--- src/rtl/pipe_ctrl_pkg.sv ---
// Shared types and constants for the pipeline stall controller.
// Latency: n/a (declarations only).
// Backpressure: n/a.
package pipe_ctrl_pkg;

    // Default number of pipeline freeze cycles per multiply/divide operation
    localparam int MDU_CYCLES_DEF = 32;

    // Controller sequencing state
    typedef enum logic {
        RUN      = 1'b0,
        MDU_BUSY = 1'b1
    } state_t;

    // Winning priority level, highest priority first
    typedef enum logic [2:0] {
        STALL_DMEM = 3'd0,
        STALL_MDU  = 3'd1,
        STALL_HAZ  = 3'd2,
        REDIRECT   = 3'd3,
        STALL_IMEM = 3'd4,
        NORMAL     = 3'd5
    } prio_t;

endpackage

--- src/rtl/mdu_cycle_counter.sv ---
// Load/decrement down-counter that tracks remaining MDU busy cycles.
// Latency: load/decrement take effect on the next rising edge; last is combinational from the count.
// Backpressure: none; decrements whenever dec is high, independent of pipeline stalls.
module mdu_cycle_counter #(
    parameter int W = 5
) (
    input  logic         clk,
    input  logic         rst_n,
    input  logic         load,
    input  logic         dec,
    input  logic [W-1:0] load_val,
    output logic         last
);

    logic [W-1:0] mdu_cnt;

    // Load takes precedence over decrement; count clears on reset
    always_ff @(posedge clk or negedge rst_n) begin
        if (!rst_n) begin
            mdu_cnt <= '0;
        end else if (load) begin
            mdu_cnt <= load_val;
        end else if (dec) begin
            mdu_cnt <= mdu_cnt - W'(1);
        end
    end

    // Count of one means this is the final busy cycle
    assign last = (mdu_cnt == W'(1));

endmodule

--- src/rtl/pipeline_stall_controller.sv ---
// Prioritised write-enable/flush sequencer for the 5-stage pipeline; PIPE_PERF_CNT_EN adds stall/flush counters.
// Latency: controls are combinational from inputs and state; mdu_busy is a registered state flag.
// Backpressure: dmem stall freezes every stage; MDU freezes front end for MDU_CYCLES cycles; imem not ready bubbles ID.
module pipeline_stall_controller
    import pipe_ctrl_pkg::*;
#(
    parameter int MDU_CYCLES = MDU_CYCLES_DEF
`ifdef PIPE_PERF_CNT_EN
    ,
    parameter int CNT_W = 32
`endif
) (
    input  logic clk,
    input  logic rst_n,
    input  logic ld_has_hazard,
    input  logic hold,
    input  logic branch_has_hazard,
    input  logic mdu_start,
    input  logic imem_ready,
    input  logic dmem_req,
    input  logic dmem_ready,
    output logic pc_write,
    output logic ifid_write,
    output logic ifid_flush,
    output logic idex_write,
    output logic idex_flush,
    output logic exmem_write,
    output logic exmem_flush,
    output logic memwb_write,
    output logic mdu_busy
`ifdef PIPE_PERF_CNT_EN
    ,
    output logic [CNT_W-1:0] stall_cycles,
    output logic [CNT_W-1:0] flush_count
`endif
);

    localparam int CNT_BITS = $clog2(MDU_CYCLES);

    state_t state;
    state_t state_next;
    prio_t  level;
    logic   dmem_stall;
    logic   freeze_mdu;
    logic   mdu_load;
    logic   mdu_dec;
    logic   mdu_last;

    assign dmem_stall = dmem_req && !dmem_ready;
    assign freeze_mdu = ((state == RUN) && mdu_start) || (state == MDU_BUSY);
    // MDU entry waits until the data memory stall clears
    assign mdu_load   = (state == RUN) && mdu_start && !dmem_stall;
    // The MDU runs independently of memory, so counting continues through dmem stalls
    assign mdu_dec    = (state == MDU_BUSY);

    mdu_cycle_counter #(
        .W (CNT_BITS)
    ) u_mdu_cnt (
        .clk      (clk),
        .rst_n    (rst_n),
        .load     (mdu_load),
        .dec      (mdu_dec),
        .load_val (CNT_BITS'(MDU_CYCLES - 1)),
        .last     (mdu_last)
    );

    // State register; reset drops any in-flight MDU operation
    always_ff @(posedge clk or negedge rst_n) begin
        if (!rst_n) begin
            state <= RUN;
        end else begin
            state <= state_next;
        end
    end

    // Next-state: enter MDU_BUSY on accepted start, leave on the last counted cycle
    always_comb begin
        state_next = state;
        case (state)
            RUN:      if (mdu_load) state_next = MDU_BUSY;
            MDU_BUSY: if (mdu_last) state_next = RUN;
            default:  state_next = RUN;
        endcase
    end

    // Priority resolution, first match wins
    always_comb begin
        level = NORMAL;
        if (dmem_stall)
            level = STALL_DMEM;
        else if (freeze_mdu)
            level = STALL_MDU;
        else if (ld_has_hazard || hold)
            level = STALL_HAZ;
        else if (branch_has_hazard)
            level = REDIRECT;
        else if (!imem_ready)
            level = STALL_IMEM;
    end

    // Per-stage enables from the winning level; reset forces everything low
    always_comb begin
        pc_write    = 1'b1;
        ifid_write  = 1'b1;
        ifid_flush  = 1'b0;
        idex_write  = 1'b1;
        idex_flush  = 1'b0;
        exmem_write = 1'b1;
        exmem_flush = 1'b0;
        memwb_write = 1'b1;
        case (level)
            STALL_DMEM: begin
                pc_write    = 1'b0;
                ifid_write  = 1'b0;
                idex_write  = 1'b0;
                exmem_write = 1'b0;
                memwb_write = 1'b0;
            end
            STALL_MDU: begin
                pc_write    = 1'b0;
                ifid_write  = 1'b0;
                idex_write  = 1'b0;
                exmem_flush = 1'b1;
            end
            STALL_HAZ: begin
                // Redirect is dropped here; the branch resolves again next cycle
                pc_write    = 1'b0;
                ifid_write  = 1'b0;
                idex_flush  = 1'b1;
            end
            REDIRECT: begin
                // Wrong-path fetch is abandoned even if imem is not ready
                ifid_flush  = 1'b1;
            end
            STALL_IMEM: begin
                pc_write    = 1'b0;
                ifid_flush  = 1'b1;
            end
            default: ;
        endcase
        if (!rst_n) begin
            pc_write    = 1'b0;
            ifid_write  = 1'b0;
            ifid_flush  = 1'b0;
            idex_write  = 1'b0;
            idex_flush  = 1'b0;
            exmem_write = 1'b0;
            exmem_flush = 1'b0;
            memwb_write = 1'b0;
        end
    end

    assign mdu_busy = (state == MDU_BUSY);

`ifdef PIPE_PERF_CNT_EN
    // Saturating counters for PC-stalled cycles and winning redirects
    always_ff @(posedge clk or negedge rst_n) begin
        if (!rst_n) begin
            stall_cycles <= '0;
            flush_count  <= '0;
        end else begin
            if (!pc_write && (stall_cycles != '1))
                stall_cycles <= stall_cycles + CNT_W'(1);
            if ((level == REDIRECT) && (flush_count != '1))
                flush_count <= flush_count + CNT_W'(1);
        end
    end
`endif

endmodule

--- config.mk ---
export PLATFORM = sky130hd
export DESIGN_NAME = pipeline_stall_controller
export DESIGN_NICKNAME = d
export VERILOG_FILES = /design/src/rtl/pipe_ctrl_pkg.sv /design/src/rtl/mdu_cycle_counter.sv /design/src/rtl/pipeline_stall_controller.sv
export SDC_FILE = /design/constraint.sdc
export NUM_CORES = 1
export LEC_CHECK = 0
export BUFFER_PORTS_ARGS = -buffer_cell sky130_fd_sc_hd__clkbuf_2
export CORE_AREA = 2 2 39 41
export CTS_CLUSTER_DIAMETER = 80
export DETAILED_ROUTE_END_ITERATION = 16
export DIE_AREA = 0 0 41 43
export GPL_TIMING_DRIVEN = 0
export MAX_ROUTING_LAYER = met4
export PLACE_DENSITY = 0.53
export SLEW_MARGIN = 20
export SYNTH_ARGS = -nofsm -noshare
export SYNTH_HDL_FRONTEND = slang
export SYNTH_SLANG_ARGS = --single-unit
--- constraint.sdc ---
create_clock -name clk -period 2.97 [get_ports clk]
set_clock_uncertainty 0.1 [all_clocks]
set_input_delay 0.594 -clock clk [delete_from_list [all_inputs] [get_ports clk]]
set_output_delay 0.594 -clock clk [all_outputs]
set_load 0.005 [all_outputs]
; ---- After elaboration in Yosys (flattened, before gate mapping)
; Cells that the tools add are included.
[op_classes]
n_addsub = 1
n_eq_ne = 5
mux = 24
bitwise = 1
reduce_logical = 13
[ops]
columns = operator, count
row1 = 1-bit two-way mux, 17
row2 = 3-bit two-way mux, 4
row3 = 5-bit two-way mux, 2
row4 = 3-bit by 2-bit equality test with 1-bit output (second input constant), 2
row5 = 5-bit by 1-bit equality test with 1-bit output (second input constant), 1
row6 = 5-bit by 1-bit subtractor with 5-bit output (second input constant), 1
row7 = 2-bit OR reduction, 2
row8 = 4-bit OR reduction, 1
row9 = 3-bit by 1-bit equality test with 1-bit output (second input constant), 1
row10 = 3-bit equality test (second input constant), 1
row11 = 1-bit logical AND, 3
row12 = 3-bit logical NOT, 1
row13 = 3-bit OR reduction, 1
row14 = 1-bit logical NOT, 2
row15 = 1-bit logical OR, 2
row16 = 1-bit case mux with 2 select lines, 1
row17 = 2-bit nonzero test, 1
row18 = 1-bit inverter, 1
[totals]
register_bits = 6
output_inout_bits = 9

; ---- Depth between registers and ports, before layout
; Gate-level depths: netlist (run 1).
[logic_depth]
ltp_word = 9
mapped_depth = 5

; ---- By module
; A second synthesis (run 1) with hierarchy kept.
[hier_totals]
hier_cells = 50
area_unflattened_um2 = 440.4
[by_module_without_submodules]
columns = module, instances, cells_each, area_each_um2
row1 = mdu_cycle_counter, 1, 29, 300.3
row2 = pipeline_stall_controller, 1, 21, 140.1

; ---- Worst setup path after synthesis (run 1)
; No wires, ideal clock.
[synth_timing]
path_type = input -> output
start = in dmem_ready
end = out ifid_flush
arrival_time_ps = 1089
required_time_ps = 2276
path_slack_ps = 1187
cell_stages = 3
path_buffers = 0
cell_sequence = nand2b_1 -> nand4_1 -> a31oi_1
[synth_via]
elab_chain_len = 7
elab_cells_between_ends = 8
classes_between = eq/ne: 2 / mux: 3 / reduce/logical: 3
[synth_lines]
columns = item, line_no
row1 = from (decl), pipeline_stall_controller.sv:21  ; input logic dmem_ready,
row2 = 1-bit logical NOT (*), pipeline_stall_controller.sv:49  ; assign dmem_stall = dmem_req && !dmem_ready;
row3 = 1-bit logical AND (*), pipeline_stall_controller.sv:49
row4 = 3-bit two-way mux (*), pipeline_stall_controller.sv:89  ; if (dmem_stall)
row5 = 3-bit equality test or 3-bit by 2-bit equality test with 1-bit output (tied branches), pipeline_stall_controller.sv:111  ; case (level)
row6 = 2-bit OR reduction (no line) (*), --
row7 = 1-bit two-way mux (*), pipeline_stall_controller.sv:111
row8 = 1-bit two-way mux (*), pipeline_stall_controller.sv:141  ; if (!rst_n) begin
row9 = to (decl), pipeline_stall_controller.sv:24  ; output logic ifid_flush,
; Mark *: on every way between the ends. The rest lies on a longest branch, timed or not.

; ---- Worst setup path in the final report (run 1)
[layout_timing]
start = reg state, in the netlist mdu_busy
end = out ifid_flush
[layout_via]
elab_chain_len = 9
elab_cells_between_ends = 10
classes_between = eq/ne: 2 / mux: 4 / bitwise: 1 / reduce/logical: 3
[layout_lines]
columns = item, line_no
row1 = from (decl), pipeline_stall_controller.sv:40  ; state_t state;
row2 = from (signal assigned), pipeline_stall_controller.sv:72  ; state <= state_next;
row3 = 1-bit inverter, --
row4 = 1-bit logical AND, pipeline_stall_controller.sv:50  ; assign freeze_mdu = ((state == RUN) && mdu_start) || (state == MDU_BUSY);
row5 = 1-bit logical OR (*), pipeline_stall_controller.sv:50
row6 = 3-bit two-way mux (*), pipeline_stall_controller.sv:91  ; else if (freeze_mdu)
row7 = 3-bit two-way mux (*), pipeline_stall_controller.sv:89
row8 = 3-bit equality test or 3-bit by 2-bit equality test with 1-bit output (tied branches), pipeline_stall_controller.sv:111
row9 = 2-bit OR reduction (no line) (*), --
row10 = 1-bit two-way mux (*), pipeline_stall_controller.sv:111
row11 = 1-bit two-way mux (*), pipeline_stall_controller.sv:141
; Marked as above.

==> run summary, run 1 <==
Core area - 1380 µm²
Fillers - 154
GRT Total Usage - 0.123
Post-DP HPWL - 615 µm
Fin. max-slew vios - 0
Synth cell types - 22
Relative slew slack - 0.826
Layout cell share with drive strength beyond 1 - 0.359
Routed WL per cell - 9.60 µm
Routed vias - 364
CP Max Fanout - 10
CP Data Arrival Time - 1440 ps
Critical path launch point type - register
Vias per std cell - 4.55
Multiplexer area fraction after synthesis - 0
Final min period - 2130 ps
Multi-input logic area - 185 µm²
Syn Area/Cell - 8.64 µm²
First-pass GRT wire length - 1.32 mm
Total wire length - 768 µm
Largest family of logic cells by synthesized area - simple AND/OR/NAND/NOR gates
Syn_nets - 55
P&R area growth vs syn - 33.6%
CTS Buf Count - 3
DRC errors left - 0
Initial DRC count - 4
CTS resizes - 0
CTS Sinks - 6
Gate Count Post-Synth - 44
Largest net degree at the start of global routing - 11
Top cell type by total area after synthesis - dfrtp_1
Synth Cell Area - 380 µm²
Largest cells by area after synthesis - dfrtp_1 39%, inv_1 6.9%, nor2_1 6.9%
Total Nets Final - 77
Antenna violations before repair - 0
Clock-pin transition on the worst setup and hold timing paths - 50 ps
Initial Utilization - 0.275
Die Ht - 43 µm
CTS tree - built
Setup violators final - 0
Max IR drop VDD - 0.000218 V
Hold Vio Cnt, Final - 0
Std-Cell Rows - 14
Pwr dens - 798 nW/µm²
Flop and latch count out of synthesis - 6
Number of diodes - 0
PortBufs - 17
Max_cap viols - 0
Final GP Congestion - 0.629
H-tree depth - 1
CTS root buffer - clkbuf_4
Most frequent cells after synthesis - 7 x inv_1, 7 x nor2_1, 6 x dfrtp_1
Synth Area in Adders - 0.0658
Ports - 18
Min setup slack post-route - 841 ps
Setup Fix Bufs, Post-CTS - 0
Tcrit/Tclk final - 0.717
Post-CTS Hold Fix Bufs - 0
Primary FF master, synth - dfrtp_1
Syn. warnings - 0
Kind of critical path - register to primary output
XOR/XNOR share of the synthesized area - 0.0461
Leakage - 0.274 nW
Compound-Gate Fraction of Synth Area - 0.171
Register area share after synthesis - 0.395
Worst min path class - input port to async pin
Full die area - 1760 µm²
Die Span X - 41 µm
Clk_lat worst skew - 240 ps
F_max - 0.470 GHz
Setup TNS - 0 ps
CP Capture Type - primary output
Simple-Gate Fraction of Synth Area - 0.204
RSZ-0062 raised after global routing - no
Post-Place Worst Slack - 942 ps
Total global routing overflow - 0
Yosys top cell area share - 0.395
Register area - 150 µm²
Number of global-route vias before repair - 348
CTS Buffer Depth - 2
CP Data Required Time - 2280 ps
EDFF count, synth - 0
Post-synth ARST share - 1.00
DRT Pass-1 Iters - 3
Worst slew pin tran - 257 ps
Status - finished, final reports clean
Antenna Violating Nets Remaining - 0
## per-layer routing
| metal | share of wire | global-route usage | wire length (µm) | vias to the layer above |
|---|---|---|---|---|
| met3 | 0.091 | 0.0628 | 70 | 0 |
| met2 | 0.42 | 0.159 | 325 | 16 |
| li1 | - | - | - | 190 |
| met4 | 0 | 0.100 | 0 | 0 |
| met5 | 0 | - | 0 | - |
| met1 | 0.49 | 0.134 | 373 | 158 |
## state kept, by name, indices dropped and copies added (netlist names)
register and cells:
mdu_busy 1, u_mdu_cnt.mdu_cnt 5
## per-stage QoR
step,util,std cells,instance area (µm²),power (W),hold slack [ps]
finish,0.367,80,508,0.000405,87.3
global route,0.367,80,508,0.000445,97.0
CTS,0.367,80,508,0.000414,88.0
detailed placement,0.351,77,485,0.000334,356
global placement,0.351,77,485,0.000331,352
floorplan,-,44,380,0.000282,198
## cell usage in the layout (no fill, tap or decap), types with 2 or more instances in the layout
cell type	netlist	layout
o21ai_0	3	3
nand2_1	3	3
nor2_1	7	7
clkbuf_4	0	3
clkbuf_2	0	17
inv_1	7	7
dfrtp_1	6	6
ha_1	2	2
## final timing paths
kind	startpoint	to	slack [ps]	depth (start not counted)
setup / recovery	mdu_busy$_DFF_PN0_	ifid_flush	840	5
hold / removal	rst_n	u_mdu_cnt.mdu_cnt[4]$_DFFE_PN0P_	90	1
setup reg to reg	u_mdu_cnt.mdu_cnt[0]$_DFFE_PN0P_	u_mdu_cnt.mdu_cnt[4]$_DFFE_PN0P_	1530	5
hold reg to reg	u_mdu_cnt.mdu_cnt[4]$_DFFE_PN0P_	mdu_busy$_DFF_PN0_	450	2
max in group asynchronous	rst_n	mdu_busy$_DFF_PN0_	2500	1
min in group clk	u_mdu_cnt.mdu_cnt[4]$_DFFE_PN0P_	mdu_busy$_DFF_PN0_	450	2
## final cells by class
class,instances,share of cell area
buffer,2,0.0369
clock buffer,3,0.0443
inverter,7,0.0517
multi-input combinational,29,0.365
sequential,6,0.296
tap,16,0.0394
timing repair buffer,17,0.167
## cell families after synthesis
group           Yosys count
xor+xnor                  2
simple gates             15
fa+ha+maj                 2
compound gates           10
flops                     6
buf+inv                   9
## critical path, cell delays in order (launching register included)
cell and delay, ps:
dfrtp_1 410, buf_6 150, nor2_1 170, nand4_1 160, a31oi_1 170, clkbuf_2 130
## power breakdown
group          leakage (nW)  internal (W)   total, W  switching (W)
clock                0.0138     0.0000457  0.0000747      0.0000290
combinational         0.194     0.0000813   0.000158      0.0000768
sequential           0.0662      0.000124   0.000172      0.0000480
total                 0.274      0.000251   0.000405       0.000154
Note: power is estimated with default switching activity, not from simulation.
==> run 2: changes to the inputs <==
- PLACE_DENSITY: 0.53 -> 0.55
- clock period: 2.97 -> 1.95 ns (I/O delays scaled with it)
==> run summary, run 2 (same netlist as run 1, synthesis figures left out) <==
RSZ-0062 raised after global routing - no
Hold path cells - 3
Critical path launch point - mdu_busy$_DFF_PN0_
Routed vias - 379 (+4.1%)
Post-Place Worst Slack - 240 ps (-703 ps)
Number of global-route vias before repair - 362 (+4.0%)
CP Data Required Time - 1460 ps (-820 ps)
FF-to-FF Start - u_mdu_cnt.mdu_cnt[0]$_DFFE_PN0P_
Total wire length - 836 µm (+8.9%)
F_max - 0.553 GHz
H-tree depth - 1 (unchanged)
Top reg by flops - u_mdu_cnt.mdu_cnt
Antenna violations before repair - 0 (unchanged)
Antenna Violating Nets Remaining - 0 (unchanged)
Ports - 18 (unchanged)
Largest net degree at the start of global routing - 11 (unchanged)
R2R cell count - 5 (unchanged)
Routed WL per cell - 10.2 µm (+6.2%)
CP Data Arrival Time - 1320 ps (-120 ps)
Worst path bufs/invs - 2 (unchanged)
P&R area growth vs syn - 40.1%
Core area - 1380 µm² (unchanged)
Layout cell share with drive strength beyond 1 - 0.379 (+0.0194)
Tcrit/Tclk final - 0.928
Worst-path cell chain - buf_6, nor2_4, nand4_1, a31oi_1, buf_2
Max_cap viols - 0 (unchanged)
Vias per std cell - 4.62 (+1.6%)
Max IR drop VDD - 0.000428 V (+97%)
Kind of critical path - register to primary output
Most frequent cells in the layout - 16 x clkbuf_2, 7 x inv_1, 6 x nor2_1, 6 x dfrtp_1
Clk_lat worst skew - 240 ps (about the same)
Pwr dens - 1200 nW/µm² (+50%)
Final min period - 1810 ps
Std-Cell Rows - 14 (unchanged)
Max FFs per register - 5 (unchanged)
Worst min-delay path startpoint - mdu_start
CTS Sinks - 6 (unchanged)
Crit path largest cell delay - 390 ps (-20 ps)
Critical-path cell with the highest stage delay - dfrtp_1
CTS tree - built
Initial DRC count - 0 (-4)
CTS Buf Count - 3 (unchanged)
Setup violators final - 0 (unchanged)
Worst min path class - input port to register
Hold Path Sink - u_mdu_cnt.mdu_cnt[0]$_DFFE_PN0P_
Relative slew slack - 0.809 (-0.0180)
Post-DP HPWL - 659 µm (+7.1%)
Status - finished, final reports clean
Die Ht - 43 µm (unchanged)
Pwr Total - 0.000638 W (+58%)
Worst slew pin tran - 286 ps (+29.3 ps)
CP Max Fanout - 10 (unchanged)
Initial Utilization - 0.275 (unchanged)
Setup TNS - 0 ps (unchanged)
Hold Vio Cnt, Final - 0 (unchanged)
Fin. max-slew vios - 0 (unchanged)
Top Family by Delay on Critical Path - flip-flops
Min setup slack post-route - 140 ps (-700 ps)
CTS Buffer Depth - 2 (unchanged)
Number of diodes - 0 (unchanged)
GRT Total Usage - 0.129 (+0.00607)
Die Span X - 41 µm (unchanged)
Flop2flop setup slack - 510 ps (-1020 ps)
Total Nets Final - 79 (+2.6%)
First-pass GRT wire length - 1.44 mm (+9.5%)
Clock-pin transition on the worst setup and hold timing paths - 50 ps (about the same)
Full die area - 1760 µm² (unchanged)
Leading cell type in the layout, fill and taps excluded - clkbuf_2
Critical path launch point type - register
Reg2reg end - u_mdu_cnt.mdu_cnt[4]$_DFFE_PN0P_
CP Capture Type - primary output
DRC errors left - 0 (unchanged)
Fillers - 144 (-6.5%)
PortBufs - 17 (unchanged)
Leakage - 0.284 nW (+3.6%)
DRT Pass-1 Iters - 1 (-2)
Total global routing overflow - 0 (unchanged)
CTS root buffer - clkbuf_4
Fin util - 0.385 (+0.0181)
Final GP Congestion - 0.644 (+2.3%)
-- run 2: changes by cell type in the layout (fill, tap and decap cells not counted) --
cell / before / now
buf_2: 0 / 1
buf_4: 1 / 2
clkbuf_2: 17 / 16
dlygate4sd3_1: 0 / 1
nor2_1: 7 / 6
nor2_4: 0 / 1
-- run 2: timing repair --
action,in CTS,in global routing
buffers inserted,0,1
pin swaps,1,1
endpoints found under the hold margin,6,0
setup endpoints to repair,1,2
gates resized for setup,1,2
hold buffers,1,0
-- run 2: where the power goes --
group	internal, W	switching, W
Combinational	0.000137	0.000127
Sequential	0.000189	0.0000708
Clock	0.0000696	0.0000446
-- run 2: stage by stage --
stage / instances / area, µm² / hold slack (ps)
final: 82 / 533 / 413
after global routing: 82 / 533 / 436
after CTS: 81 / 520 / 384
after detailed placement: 77 / 485 / 152
after global placement: 77 / 485 / 151
after floorplan: 44 / 380 / -5.59
-- run 2: how the worst max path moves through the flow --
stage,end,slack (ps),cells past startpoint
after global routing,ifid_flush,7,5
after floorplan,ifid_flush,440,4
after detailed placement,ifid_flush,240,5
final,ifid_flush,140,5
after global placement,ifid_flush,260,5
after CTS,ifid_flush,20,5
-- run 2: worst min-delay path, delay by kind of cell --
kind / cells / cell delay [ps]
AO/OA/AOI/OAI: 2 / 190
buffers and inverters: 1 / 130
-- run 2: layer usage --
metal / vias to the layer above / share of wire / track usage
met5: - / 0 / -
met4: 0 / 0.0072 / 0.100
met3: 2 / 0.079 / 0.0314
met2: 16 / 0.50 / 0.181
met1: 164 / 0.41 / 0.149
li1: 197 / - / -
-- run 2: final cells by class --
class,instances,area [µm²],area share
clock buffers,3,22.5,0.0423
multi-input cells,29,193,0.362
repair buffers,19,103,0.192
well taps,16,20.0,0.0376
inverters,7,26.3,0.0493
plain buffers,2,18.8,0.0352
flip-flops and latches,6,150,0.282
==> run 3: changes to the inputs <==
==> constraint.sdc (replaced) <==
create_clock -name clk -period 1.95 [get_ports clk]
set_clock_uncertainty 0.1 [all_clocks]
set_input_delay 0 -clock clk [delete_from_list [all_inputs] [get_ports clk]]
set_output_delay 0 -clock clk [all_outputs]
set_load 0.005 [all_outputs]
==> run summary, run 3 (same netlist as run 1, synthesis figures left out) <==
Tcrit/Tclk final - 0.803 (-0.125)
Ports - 18 (unchanged)
CTS Buf Count - 3 (unchanged)
Antenna Violating Nets Remaining - 0 (unchanged)
F_max - 0.638 GHz (+16%)
Total wire length - 829 µm (-0.84%)
PortBufs - 17 (unchanged)
GRT Total Usage - 0.124 (-0.00516)
Top Family by Delay on Critical Path - flip-flops
CTS tree - built
CTS root buffer - clkbuf_4
Status - finished, final reports clean
Post-CTS Hold Fix Bufs - 2 (+1)
Top reg by flops - u_mdu_cnt.mdu_cnt
Pwr dens - 1170 nW/µm² (-2.0%)
Worst min path class - input port to async pin
Leading cell type in the layout, fill and taps excluded - clkbuf_2
Antenna violations before repair - 0 (unchanged)
CP Data Required Time - 1850 ps (+390 ps)
Flop2flop setup slack - 510 ps (about the same)
Die Ht - 43 µm (unchanged)
Std-Cell Rows - 14 (unchanged)
Fin. max-slew vios - 0 (unchanged)
DRT Pass-1 Iters - 2 (+1)
First-pass GRT wire length - 1.38 mm (-4.3%)
CP Capture Type - primary output
Number of global-route vias before repair - 354 (-2.2%)
Max FFs per register - 5 (unchanged)
Clk_lat worst skew - 240 ps (about the same)
Kind of critical path - register to primary output
Full die area - 1760 µm² (unchanged)
CTS resizes - 0 (-1)
FF-to-FF Start - u_mdu_cnt.mdu_cnt[0]$_DFFE_PN0P_
Final min period - 1570 ps (-243 ps)
Critical path launch point type - register
Most frequent cells in the layout - 17 x clkbuf_2, 7 x inv_1, 7 x nor2_1
Setup Fix Bufs, Post-CTS - 0 (unchanged)
Max_cap viols - 0 (unchanged)
Worst-path cell chain - buf_6, nor2_1, nand4_1, a31oi_1, clkbuf_2
RSZ-0062 raised after global routing - no
Reg2reg end - u_mdu_cnt.mdu_cnt[4]$_DFFE_PN0P_
Critical-path cell with the highest stage delay - dfrtp_1
DRC errors left - 0 (unchanged)
Total Nets Final - 79 (unchanged)
Max IR drop VDD - 0.000428 V (+0.15%)
Worst slew pin tran - 246 ps (-40.0 ps)
Setup violators final - 0 (unchanged)
Die Span X - 41 µm (unchanged)
Post-DP HPWL - 659 µm (unchanged)
Crit path largest cell delay - 410 ps (+20 ps)
Worst path bufs/invs - 2 (unchanged)
P&R area growth vs syn - 38.8%
CTS Buffer Depth - 2 (unchanged)
Final GP Congestion - 0.644 (unchanged)
R2R cell count - 5 (unchanged)
Leakage - 0.283 nW (-0.50%)
Largest net degree at the start of global routing - 11 (unchanged)
Layout Cells excl Fill - 82 (unchanged)
Number of diodes - 0 (unchanged)
Initial Utilization - 0.275 (unchanged)
CP Max Fanout - 10 (unchanged)
Total global routing overflow - 0 (unchanged)
Initial DRC count - 1 (+1)
CTS Sinks - 6 (unchanged)
Routed vias - 379 (unchanged)
Core area - 1380 µm² (unchanged)
Routed WL per cell - 10.1 µm (-0.84%)
Layout cell share with drive strength beyond 1 - 0.348 (-0.0303)
H-tree depth - 1 (unchanged)
Hold Vio Cnt, Final - 0 (unchanged)
CP Data Arrival Time - 1470 ps (+150 ps)
Vias per std cell - 4.62 (unchanged)
Fillers - 144 (unchanged)
Dpl cells - 77 (unchanged)
Relative slew slack - 0.834 (+0.0259)
Setup TNS - 0 ps (unchanged)
Clock-pin transition on the worst setup and hold timing paths - 50 ps (about the same)
[run 3: worst max path at each step]
| stage | startpoint | to | cells after the start |
|---|---|---|---|
| 2_1_floorplan | u_mdu_cnt.mdu_cnt[0]$_DFFE_PN0P_ | u_mdu_cnt.mdu_cnt[4]$_DFFE_PN0P_ | 5 |
| 3_3_place_gp | u_mdu_cnt.mdu_cnt[0]$_DFFE_PN0P_ | u_mdu_cnt.mdu_cnt[4]$_DFFE_PN0P_ | 5 |
| 3_5_place_dp | u_mdu_cnt.mdu_cnt[0]$_DFFE_PN0P_ | u_mdu_cnt.mdu_cnt[4]$_DFFE_PN0P_ | 5 |
| 4_1_cts | mdu_busy$_DFF_PN0_ | ifid_flush | 5 |
| 5_1_grt | mdu_busy$_DFF_PN0_ | ifid_flush | 5 |
| 6_report | mdu_busy$_DFF_PN0_ | ifid_flush | 5 |
[run 3: power breakdown]
part	internal (W)	switching, W	total, W	leakage, nW
clock	0.0000697	0.0000459	0.000116	0.0138
combinational	0.000125	0.000116	0.000241	0.203
sequential	0.000189	0.0000736	0.000263	0.0662
[run 3: per-layer routing]
layer / global-route usage / share of wire / vias to the layer above
li1: - / - / 194
met1: 0.136 / 0.44 / 163
met2: 0.178 / 0.46 / 18
met3: 0.0314 / 0.081 / 4
met4: 0.100 / 0.021 / 0
met5: - / 0 / -
[run 3: worst reg2reg max path, stage by stage (launching register included)]
cell and delay [ps]:
dfrtp_1 430, inv_1 80, ha_1 140, nand2_1 90, or4_1 410, o211ai_1 110
[run 3: layout make-up]
cell class	instances	area, µm²	area share
multi-input combinational	29	185	0.351
inverter	7	26.3	0.0498
buffer	2	18.8	0.0355
sequential	6	150	0.284
timing repair buffer	19	105	0.199
clock buffer	3	22.5	0.0427
tap	16	20.0	0.0379
[run 3: metrics by stage]
stage | utilization | cell area [µm²] | hold WS, ps | total power (W) | setup slack (ps)
global placement | 0.351 | 485 | -239 | 0.000502 | 559
floorplan | - | 380 | -396 | 0.000430 | 613
CTS | 0.382 | 528 | 38.5 | 0.000632 | 362
global route | 0.382 | 528 | 60.5 | 0.000687 | 245
detailed placement | 0.351 | 485 | -238 | 0.000508 | 515
finish | 0.382 | 528 | 38.0 | 0.000620 | 383
